### config.mk
export PLATFORM = sky130hd
export DESIGN_NAME = shift_reg_univ
export DESIGN_NICKNAME = d
export VERILOG_FILES = /design/src/rtl/shift_reg_univ.sv
export SDC_FILE = /design/constraint.sdc
export NUM_CORES = 1
export LEC_CHECK = 0
export CAP_MARGIN = 30
export CORE_MARGIN = 2
export CORE_UTILIZATION = 40
export CTS_CLUSTER_SIZE = 20
export DETAILED_ROUTE_END_ITERATION = 12
export MAX_ROUTING_LAYER = met4
export PLACE_DENSITY = 0.67
export SETUP_SLACK_MARGIN = 0.05
export SLEW_MARGIN = 20
export SYNTH_ARGS = -nofsm -noshare
export SYNTH_HDL_FRONTEND = slang
export SYNTH_SLANG_ARGS = --single-unit
### constraint.sdc
create_clock -name CLK -period 2 [get_ports CLK]
set_clock_uncertainty 0.05 [all_clocks]
set_input_delay 0.6 -clock CLK [delete_from_list [all_inputs] [get_ports CLK]]
set_output_delay 0.6 -clock CLK [all_outputs]
set_load 0.01 [all_outputs]
### src/rtl/shift_reg_univ.sv
// Parametrised universal shift register with hold, shift, rotate, load, arithmetic shift, clear and autonomous burst mode.
// Optional parity output PAR is enabled by defining SHIFT_REG_UNIV_PARITY_EN.
module shift_reg_univ #(
    parameter int             WIDTH = 8,
    parameter int             AMT_W = 4,
    parameter logic [WIDTH-1:0] INIT = '0
) (
    input  logic             CLK,
    input  logic             RST,
    input  logic             EN,
    input  logic [2:0]       MODE,
    input  logic             SI,
    input  logic [WIDTH-1:0] PI,
    input  logic             START,
    input  logic [AMT_W-1:0] AMT,
    output logic [WIDTH-1:0] PO,
    output logic             SO_L,
    output logic             SO_R,
    output logic             BUSY,
`ifdef SHIFT_REG_UNIV_PARITY_EN
    output logic             DONE,
    output logic             PAR
`else
    output logic             DONE
`endif
);

    typedef enum logic [1:0] {IDLE, RUN, FIN} state_t;

    state_t           state_q, state_d;
    logic [WIDTH-1:0] po_q, po_d;
    logic [AMT_W-1:0] cnt_q, cnt_d;
    logic [2:0]       op_q, op_d;
    logic             busy_q, busy_d;
    logic             done_q, done_d;

    function automatic logic is_shift(input logic [2:0] m);
        return (m == 3'b001) || (m == 3'b010) || (m == 3'b011) ||
               (m == 3'b100) || (m == 3'b110);
    endfunction

    function automatic logic [WIDTH-1:0] apply_op(input logic [2:0]       m,
                                                  input logic [WIDTH-1:0] v,
                                                  input logic             s,
                                                  input logic [WIDTH-1:0] p);
        logic [WIDTH-1:0] r;
        case (m)
            3'b001:  r = {s, v[WIDTH-1:1]};
            3'b010:  r = {v[WIDTH-2:0], s};
            3'b011:  r = {v[0], v[WIDTH-1:1]};
            3'b100:  r = {v[WIDTH-2:0], v[WIDTH-1]};
            3'b101:  r = p;
            3'b110:  r = {v[WIDTH-1], v[WIDTH-1:1]};
            3'b111:  r = '0;
            default: r = v;
        endcase
        return r;
    endfunction

    always_comb begin
        state_d = state_q;
        po_d    = po_q;
        cnt_d   = cnt_q;
        op_d    = op_q;
        case (state_q)
            IDLE: begin
                if (EN) begin
                    // A shift-class START only latches the burst; the first op lands on the next edge
                    if (START && is_shift(MODE)) begin
                        op_d    = MODE;
                        cnt_d   = AMT;
                        state_d = (AMT == '0) ? FIN : RUN;
                    end else begin
                        po_d = apply_op(MODE, po_q, SI, PI);
                    end
                end
            end
            RUN: begin
                if (EN) begin
                    po_d  = apply_op(op_q, po_q, SI, PI);
                    cnt_d = cnt_q - AMT_W'(1);
                    if (cnt_q == AMT_W'(1)) state_d = FIN;
                end
            end
            FIN:     state_d = IDLE;
            default: state_d = IDLE;
        endcase
        busy_d = (state_d == RUN);
        done_d = (state_d == FIN);
    end

    always_ff @(posedge CLK or posedge RST) begin
        if (RST) begin
            state_q <= IDLE;
            po_q    <= INIT;
            cnt_q   <= '0;
            op_q    <= '0;
            busy_q  <= 1'b0;
            done_q  <= 1'b0;
        end else begin
            state_q <= state_d;
            po_q    <= po_d;
            cnt_q   <= cnt_d;
            op_q    <= op_d;
            busy_q  <= busy_d;
            done_q  <= done_d;
        end
    end

    assign PO   = po_q;
    assign SO_L = po_q[WIDTH-1];
    assign SO_R = po_q[0];
    assign BUSY = busy_q;
    assign DONE = done_q;

`ifdef SHIFT_REG_UNIV_PARITY_EN
    logic par_q;

    always_ff @(posedge CLK or posedge RST) begin
        if (RST) par_q <= ^INIT;
        else     par_q <= ^po_d;
    end

    assign PAR = par_q;
`endif

endmodule

==> summary by stage <==
Routing
The total length of routed wires is just under 5 mm. The detailed-route wire length per cell is 16.2 µm. After detailed routing, the number of remaining DRC violations is 0. The number of vias per cell is between 5 and 6.

The count of nets left with antenna violations once routing finished came out at 0. Before antenna repair, the detailed router went through 4 iterations. The detailed router finished its first iteration with 129 violations. The detailed router placed 1710 vias in this run.

Global routing
The number of global-route vias before repair was 1692. After global routing the overflow that remains totals 0. The first global-routing pass estimated 8.22 mm of wire. In the global route stage, overall resource usage came out at roughly 22%. The initial antenna violation count is 0.

The pin count of the biggest net entering global routing is 20.

Worst hold path
The min-delay analysis places its worst path in the category flop to flop.

Setup path
Traced cell by cell, the critical path runs through dlygate4sd2_1 -> buf_6 -> buf_4 -> nand2b_1 -> a21oi_1 -> a2111oi_1 -> buf_4 -> o31ai_2. The critical path data required time is ~2100 ps. The category of the worst setup path capture point is a flop. On the worst path, the slowest cell contributes a delay of 430 ps. The largest fanout of any net on the critical path is 6. The data arrival time of the critical path is 2050 ps. The critical path is of the primary input to flop type. The cell with the largest stage delay on the worst path is a2111oi_1. The most used cell along the critical path is buf_4.

STA classifies the critical path startpoint as a primary input.

Clock network
The number of sinks handled by clock tree synthesis is 19. CTS built an H-tree with a depth of 1. The clock latency on the worst-skew pair is 250 ps. The cts-stage hold buffer count is 0.

The number of buffers added by the clock tree synthesis step is 3. The buffer cell driving the clock tree root is clkbuf_8. The clock input transition at the sequential cells of the worst setup and hold paths is 70 ps. The clock tree from TritonCTS is yes.

No sink is reached through more buffers than the 2 on the longest clock path.

Final layout
The area growth from synthesis to layout is 41.2%. With fillers left out, the area of the finished cells amounts to roughly 2400 µm². Of the cells placed in the final design, the portion with a size suffix greater than 1 is between 20% and 30%. After filler insertion, the fill cell instance count of the layout stands at roughly 370. 0 antenna diodes ended up in the layout.

The number of nets in the final layout is approximately 280.

Pwr
Dividing total power by cell area gives a power density of 1340 nW/µm². The largest vdd supply drop is roughly 0.00073 V. The leakage dissipation is 0.994 nW.

Yosys
The dominant synthesized flop cell is dfrtp_1. The post-synthesis instance area is between 1500 and 2000 µm². In the synthesized netlist the async set-or-reset flop fraction comes to 100%. The number of nets in the synthesized netlist is approximately 220. After synthesis, the most frequently instantiated cells are dfrtp_1, o21ai_0, a21oi_1, nand2_1, nor2_1. In this run, synthesis inferred 0 flip-flops with an integrated enable. The flop and latch count out of synthesis is 19. The fraction of the yosys area taken by sequential cells is 28.0%.

The synthesized design spends more area on one cell type than any other, namely dfrtp_1. By area the synthesized netlist is led by dfrtp_1, o31ai_2, o21ai_0, mux2i_1, nand2b_1. The synthesized instance count is 195. In this run the biggest area consumer among cell types represents 28.0% of the synthesized area. A synthesized cell averages ~8.7 µm². Yosys printed 0 warnings. In the post-synthesis netlist, the cell with the most instances is dfrtp_1.

The number of distinct standard cells referenced by the synthesized netlist is 49.

Timing
Setup repair after global routing could not meet its margin everywhere. The max-slew headroom at the worst pin is 65.5%. The number of endpoints with negative hold slack in the final report is 0. The portion of the clock cycle consumed by the worst path in the final layout is 98.3%.

The final period demand of the worst path is ~2000 ps. The setup TNS is 0 ps. The number of pins with negative max-slew slack in the final report was 0. The transition at the pin with the smallest max-transition slack is roughly 500 ps. For this run, the top clock speed supported by timing is 509 MHz. Setup violations remaining at the end of the flow were counted as 0. The tightest hold path in the finished design has a slack of 506 ps. The worst path setup slack after routing is approximately 33 ps.

Die
The cell row count is 23. The starting density of the core is 41.9%. The number of top-level design ports is 32. The die width is 69.2 µm. The die is 69.2 µm tall. The floorplan die area is 4790 µm². The core region is 4060 µm².

Placement
The number of port buffers is 31. The pre-CTS worst setup slack is -536 ps. The HPWL reported at the end of detailed placement is 3.90 mm. The placed instances occupy a cell area of ~2300 µm².

The congestion estimate from routability-driven global placement came to 0.892.

Run status
The run finished with clean final reports.

Run
The max-capacitance violation count is 0.
-- routing by layer --
layer / GRT usage [%] / part of all wire (%)
met1: 24.5 / 41
met2: 41.7 / 54
met3: 3.63 / 3.8
met4: 3.92 / 1.4
met5: - / 0
-- path summary, 6_finish.rpt --
path	from	end	slack [ps]	cells after the start
max	MODE[1]	PO[2]$_DFFE_PP0P_	30	8
min	cnt_q[1]$_DFFE_PP0P_	cnt_q[1]$_DFFE_PP0P_	510	2
max reg2reg	op_q[1]$_DFFE_PP0P_	PO[0]$_DFFE_PP0P_	170	5
min reg2reg	cnt_q[1]$_DFFE_PP0P_	cnt_q[1]$_DFFE_PP0P_	510	2
max in group asynchronous	RST	state_q[0]$_DFF_PP0_	1090	3
min in group asynchronous	RST	BUSY$_DFF_PP0_	610	3
-- through the flow --
stage | total power (W) | util [%] | cells
after floorplan | 0.00202 | - | 195
final | 0.00321 | 59.1 | 305
after global placement | 0.00284 | 56.3 | 300
after global routing | 0.00345 | 59.1 | 305
after detailed placement | 0.00287 | 56.3 | 300
after CTS | 0.00318 | 58.5 | 305
-- sequential cells by signal, summed over array words and instances (netlist names) --
name,cells
state_q,2
BUSY,1
op_q,3
DONE,1
PO,8
cnt_q,4
-- area by class of cell --
class	instances	area, µm²	share of cell area (%)
Timing Repair Buffer	73	634	26.4
Inverter	6	22.5	0.938
Clock buffer	4	45.0	1.88
Tap cell	50	62.6	2.61
Sequential cell	19	475	19.8
Multi-Input combinational cell	153	1160	48.3
-- where the power goes --
| group | switching, W | leakage [nW] | internal (W) |
|---|---|---|---|
| clock network | 0.000127 | 0.0228 | 0.000142 |
| registers | 0.000200 | 0.233 | 0.000554 |
| logic | 0.00109 | 0.739 | 0.00110 |
| total | 0.00141 | 0.994 | 0.00180 |
-- layout by cell type, fill, tap and decap left out, types with 3 or more instances in the layout --
cell type         n
nand3_1           4
nor3b_1           6
nor2_1           11
clkdlybuf4s50_1  27
nand2_1          11
mux2i_1           7
o31ai_2           7
mux2_2            3
a211oi_1          8
o21ai_0          16
o2bb2ai_1         3
nor3_1            4
nand2b_1          9
a2111oi_1         3
nor2b_1           3
o31ai_1           3
clkbuf_8          3
xnor2_1           3
o22ai_1           3
a21oi_1          10
dfrtp_1          19
inv_1             6
buf_4            40
-- kinds of logic (layout without fill, tap and decap cells) --
| family | Yosys count | after routing | share of synthesized area, % |
|---|---|---|---|
| xor gates and xnor gates | 3 | 3 | 1.55 |
| DFF | 19 | 19 | 28.0 |
| buffers and inverters | 23 | 83 | 6.85 |
| and+or+nand+nor | 69 | 69 | 23.7 |
| muxes | 11 | 11 | 6.77 |
| AOI/OAI and AO/OA | 68 | 68 | 31.7 |
| adders and majority gates | 2 | 2 | 1.47 |
-- repair_timing --
item                       CTS  global route
buffers inserted             1             0
pin swaps                    3             2
setup endpoints to repair   19            13
gates resized for setup     15             9
-- critical path, delay by kind of cell --
kind	cells	cell delay (ps)
and+or+nand+nor	1	130
buffers and inverters	4	720
AOI/OAI and AO/OA	3	600
Power figures use the tool's default switching activity.
==> RTL edit 1, RTL diff (same settings) <==
Set the parameter `AMT_W` to 6 (it was 4).
--- a/src/rtl/shift_reg_univ.sv
+++ b/src/rtl/shift_reg_univ.sv
@@ -3,5 +3,5 @@
 module shift_reg_univ #(
     parameter int             WIDTH = 8,
-    parameter int             AMT_W = 4,
+    parameter int             AMT_W = 6,
     parameter logic [WIDTH-1:0] INIT = '0
 ) (
Ports: changed (resized AMT); port bits go from 32 to 34. The function was not compared with the original's and may differ.
==> RTL edit 1 against the unedited design <==
  * Non-clock buffer count is 10 higher
  * Critical endpoint is now PO[0]
  * Core utilization up 0.30 points
  * Synthesized area is 8.4% higher
  * Routed wire length up 16%
  * Total power increased by 10%
  * Cell count increased by 11%
  * Count of clock-buffer cells in the layout down 1
  * Cell area grew 8.6%
  * Sequential cell count increased by 2
  * Setup slack improved by 13 ps
==> RTL edit 1: results (changes against the unedited design) <==
[synth]
synth_fp_nets=243  ; +12%
synth_common_cells=21 x dfrtp_1, 19 x o21ai_0, 18 x a21oi_1
synth.area.top_cells=dfrtp_1 29%, o21ai_0 5.2%, a21oi_1 4.9%
synth-seq-area-share_pct=28.53  ; +0.55 points
ys_types=53  ; +8.2%

[global_route]
grt_max_degree=22  ; +10%
grt_pass1_wl_um=9563  ; +16%
grt_usage_pct=24.25  ; +2.2 points
grt_pass1_vias=1932  ; +14%

[outcome]
status=finished, final reports clean

[routing]
totalWireLength_um=5746  ; +16%
first_iter_violations=233  ; +81%

[power_and_ir_drop]
p_leak_nw=1.091  ; +9.7%
ir_worst_vdd_uv=607.8  ; -16%

[final_layout]
layout-drive-gt1-share_pct=27.18  ; -2.2 points
num-fill-cells=404  ; +8.0%
nets=312  ; +12%

[place]
port-buffer-count=33  ; +6.5%
hpwl_um=4230  ; +8.4%
place.gp.congestion=0.8948  ; +0.28%

[clock_network]
clk_pin_slew_ps=80
clock_latency_ps=270  ; +20 ps

[worst_setup_path]
slowest_delay_ps=570  ; +140 ps
crit_slowest_cell=clkdlybuf4s50_1
crit_arrival_ps=1300  ; -750 ps

[sta]
slew_headroom_pct=64.62  ; -0.89 points

## RTL edit 1: cell types whose count changed in the layout (fill, tap and decap cells not counted), moves of 5 or more
cell      delta
a221o_1      +6
a21oi_1      +8
a211oi_1     -6
buf_4        +8
o31ai_1      +5
mux2i_1      -5
nand4b_1     +6
nor2_1       +5
## RTL edit 1: layer usage
metal  vias up  part of all wire [%]  GRT usage (%)  wire (um)
met2        72                    47          37.04       2704
met4         0                   2.2          6.499        129
met3        15                   5.2          3.657        300
met1       990                    45          33.60       2612
li1        975                     -              -          -
met5         -                     0              -          0
## RTL edit 1: area by class of cell
class,count,area (um2),area share (%)
multi-input combinational,169,1222,46.90
clock inverter,1,5.005,0.1920
tap,52,65.06,2.496
timing repair buffer,83,708.2,27.17
inverter,10,37.54,1.440
sequential,21,526.8,20.21
clock buffer,3,41.29,1.584
## RTL edit 1: where the power goes
group | total, W | leakage, nW | internal (W) | switching, W
combinational | 0.00243 | 0.808 | 0.00120 | 0.00123
sequential | 0.000820 | 0.257 | 0.000616 | 0.000204
clock | 0.000295 | 0.0255 | 0.000139 | 0.000156
## RTL edit 1: cell families after synthesis
kind of cell | Yosys count | synth area share [%]
multiplexers | 5 | 2.921
AO/OA/AOI/OAI | 91 | 35.80
buffers and inverters | 29 | 7.541
AND/OR/NAND/NOR | 69 | 22.89
XOR/XNOR | 2 | 0.9513
adder cells (fa/ha/maj) | 2 | 1.358
flip-flops | 21 | 28.53
## RTL edit 1: stage by stage
step                      instances  setup TNS [ps]  area (um2)  worst slack (ps)  total power, W
after floorplan                 219               0        1842             129.7        0.002147
after CTS                       337               0        2562             53.97        0.003426
after global routing            339          -1.889        2606            -1.889        0.003818
after global placement          329           -7701        2466            -472.3        0.003083
final                           339               0        2606             46.41        0.003547
after detailed placement        329           -8188        2466            -523.4        0.003091
## RTL edit 1: repair_timing
| action | in CTS | in global routing |
|---|---|---|
| pin swaps | 5 | 4 |
| setup endpoints to repair | 21 | 12 |
| endpoints found under the hold margin | 0 | 0 |
| hold buffers | 0 | 0 |
| buffers inserted | 4 | 2 |
| gates resized for setup | 10 | 9 |
## RTL edit 1: path summary, 6_finish.rpt
| kind | end | start | slack (ps) | cells past startpoint |
|---|---|---|---|---|
| min in group asynchronous | BUSY | RST | 620 | 3 |
| worst max-delay path | PO[0] | PO[0] | 50 | 1 |
| worst min-delay path | cnt_q[5] | cnt_q[5] | 470 | 2 |
| worst min register to register | cnt_q[5] | cnt_q[5] | 470 | 2 |
| max in group asynchronous | PO[1] | RST | 1040 | 3 |
| worst max register to register | PO[4] | op_q[2] | 200 | 5 |
==> RTL edit 2, RTL diff (same flow settings) <==
Made on the original files. Register the inputs `EN`, `MODE`, `SI`, `PI`, `START` and `AMT` before use, without a reset. The logic sees them one clock later.
--- a/src/rtl/shift_reg_univ.sv
+++ b/src/rtl/shift_reg_univ.sv
@@ -27,4 +27,20 @@
 
     typedef enum logic [1:0] {IDLE, RUN, FIN} state_t;
+
+    logic EN_q;
+    logic [2:0] MODE_q;
+    logic SI_q;
+    logic [WIDTH-1:0] PI_q;
+    logic START_q;
+    logic [AMT_W-1:0] AMT_q;
+
+    always_ff @(posedge CLK) begin
+        EN_q    <= EN;
+        MODE_q  <= MODE;
+        SI_q    <= SI;
+        PI_q    <= PI;
+        START_q <= START;
+        AMT_q   <= AMT;
+    end
 
     state_t           state_q, state_d;
@@ -65,18 +81,18 @@
         case (state_q)
             IDLE: begin
-                if (EN) begin
+                if (EN_q) begin
                     // A shift-class START only latches the burst; the first op lands on the next edge
-                    if (START && is_shift(MODE)) begin
-                        op_d    = MODE;
-                        cnt_d   = AMT;
-                        state_d = (AMT == '0) ? FIN : RUN;
+                    if (START_q && is_shift(MODE_q)) begin
+                        op_d    = MODE_q;
+                        cnt_d   = AMT_q;
+                        state_d = (AMT_q == '0) ? FIN : RUN;
                     end else begin
-                        po_d = apply_op(MODE, po_q, SI, PI);
+                        po_d = apply_op(MODE_q, po_q, SI_q, PI_q);
                     end
                 end
             end
             RUN: begin
-                if (EN) begin
-                    po_d  = apply_op(op_q, po_q, SI, PI);
+                if (EN_q) begin
+                    po_d  = apply_op(op_q, po_q, SI_q, PI_q);
                     cnt_d = cnt_q - AMT_W'(1);
                     if (cnt_q == AMT_W'(1)) state_d = FIN;
Check against the original RTL: not equivalent (Yosys sat finds a counterexample within 4 cycles, from zero or initial values and one cycle with RST high).
==> RTL edit 2 against the unedited design <==
  * Routed wire length shrank 2.8%
  * Synthesized area up 22%
  * Cell area rose by 9.5%
  * Sequential cell count grew 18
  * Count of clock-buffer cells in the layout up 1
  * Total power grew 19%
  * Via count grew 7.0%
  * Setup slack improved by 100 ps
  * Critical path type is now flip-flop to primary output
  * Critical endpoint is now PO[6]
==> RTL edit 2: results (changes against the unedited design) <==
[global_route]
grt_pass1_wl_um=8707  ; +5.9%
grt_usage_pct=19.20  ; -2.9 points
grt_pass1_vias=1778  ; +5.1%
grt_max_degree=20  ; unchanged
antenna_found_initial=0  ; unchanged

[job]
maxCapViolCount=0  ; unchanged

[clock_network]
htree_num_levels=2  ; +1
numCtsBuffers=5  ; +2
clockBufferDepth=2  ; unchanged
cts_root_buffer=clkbuf_8
clock_latency_ps=300  ; +50 ps
clk_pin_slew_ps=80

[worst_setup_path]
r2r-start=MODE_q[1]
cp_max_fo=2  ; -4
crit_slowest_cell=clkdlybuf4s50_1
crit_arrival_ps=1210  ; -840 ps
cpLargestDelayFamily=buffers and inverters
r2r-end=PO[1]
r2r_setup_slack_ps=320  ; +150 ps
start_kind=flip-flop
slowest_delay_ps=540  ; +110 ps

[hold_path]
min_path_cells=2  ; unchanged
holdCritStartpoint=MODE_q[0]
hold_end=op_q[0]
hold_path.class=flip-flop to flip-flop

[final_layout]
num-fill-cells=483  ; +29%
n_antenna_cell=0  ; unchanged
nets=291  ; +4.7%
layout-drive-gt1-share_pct=17.78  ; -12 points

[synth]
synthFlopType=dfrtp_1
synth-seq-area-share_pct=40.27  ; +12 points
synth_fp_nets=250  ; +15%
async_reset_ff_share_pct=51.35  ; -49 points
syn-instance-count=228  ; +17%
ys_types=42  ; -14%
synth.area.top_cells=dfrtp_1 23%, dfxtp_1 17%, mux2i_1 8.2%
synth_common_cells=21 x a21oi_1, 21 x nand2_1, 19 x dfrtp_1

[place]
hpwl_um=3428  ; -12%
place_inst=327  ; +9.0%
dpl_cell_area_um2=2490  ; +8.9%
place_ws_ps=263.5  ; +799.6 ps
place.gp.congestion=0.8956  ; +0.37%

[sta]
slew_headroom_pct=63.83  ; -1.7 points

[routing]
via_per_inst=5.379  ; -4.1%
wl_met2_um=2223  ; -17%
first_iter_violations=175  ; +36%
totalWireLength_um=4811  ; -2.8%
m1WireLength_um=2300  ; +14%
routedWlPerCell_um=14.15  ; -13%
wl_met3_um=208  ; +10%

[power_and_ir_drop]
power_density_nw_per_um2=1457  ; +8.9%
ir_worst_vdd_uv=583.9  ; -20%
p_leak_nw=1.092  ; +9.8%

[outcome]
status=finished, final reports clean

[RTL edit 2: changes by cell type in the layout (fill, tap and decap cells not counted), sizes merged, moves of 5 or more]
cell / before / now
a21oi: 12 / 21
nor3b: 6 / 1
or2: 5 / 0
buf: 42 / 26
nand2: 12 / 21
mux2i: 7 / 17
nor2: 11 / 17
nand2b: 10 / 3
dfxtp: 0 / 18
o31ai: 10 / 1
o22ai: 3 / 9
a221o: 0 / 12
[RTL edit 2: cells by family after synthesis]
| family | count (synthesis) | synth area share (%) |
|---|---|---|
| AND/OR/NAND/NOR | 60 | 14.77 |
| AO/OA/AOI/OAI | 82 | 26.88 |
| XOR/XNOR | 1 | 0.4220 |
| flip-flops | 37 | 40.27 |
| adder cells (fa/ha/maj) | 2 | 1.205 |
| multiplexers | 18 | 8.740 |
| buffers and inverters | 28 | 7.715 |
[RTL edit 2: final cells by class]
cell class / instances / share of cell area, %
Multi-Input combinational cell: 163 / 41.10
Sequential cell: 37 / 32.05
Timing Repair Buffer: 57 / 19.24
Tap cell: 70 / 3.333
Clock buffer: 5 / 2.619
Clock inverter: 3 / 0.9524
Inverter: 5 / 0.7143
[RTL edit 2: stage by stage]
step	power (W)	hold slack (ps)
global placement	0.003168	445.1
finish	0.003829	470.4
detailed placement	0.003199	466.9
floorplan	0.002583	422.6
global route	0.004174	518.2
CTS	0.003849	473.2
[RTL edit 2: worst max-delay path by stage]
stage | depth (start not counted) | slack [ps] | to | start
finish | 1 | 140 | PO[6] | PO[6]
global route | 1 | 100 | SO_R | PO[0]
CTS | 1 | 120 | PO[6] | PO[6]
detailed placement | 1 | 260 | SO_L | PO[7]
global placement | 1 | 280 | PO[1] | PO[1]
floorplan | 6 | 560 | PO[7] | MODE_q[1]
[RTL edit 2: power by group]
part           internal, W  total [W]  switching, W
Clock             0.000254   0.000555      0.000301
Sequential        0.000945    0.00113      0.000187
Combinational      0.00107    0.00214       0.00107
Total              0.00227    0.00383       0.00156
[RTL edit 2: metal layers]
metal	up-vias	GRT usage, %
met4	0	7.273
met1	866	25.81
met5	-	-
li1	914	-
met3	6	4.265
met2	43	28.48
[RTL edit 2: what timing repair did]
| item | in CTS | in global routing |
|---|---|---|
| hold endpoints to repair | 0 | 0 |
| setup buffers | 5 | 0 |
| setup endpoints to repair | 7 | 0 |
| gates resized for setup | 5 | 0 |
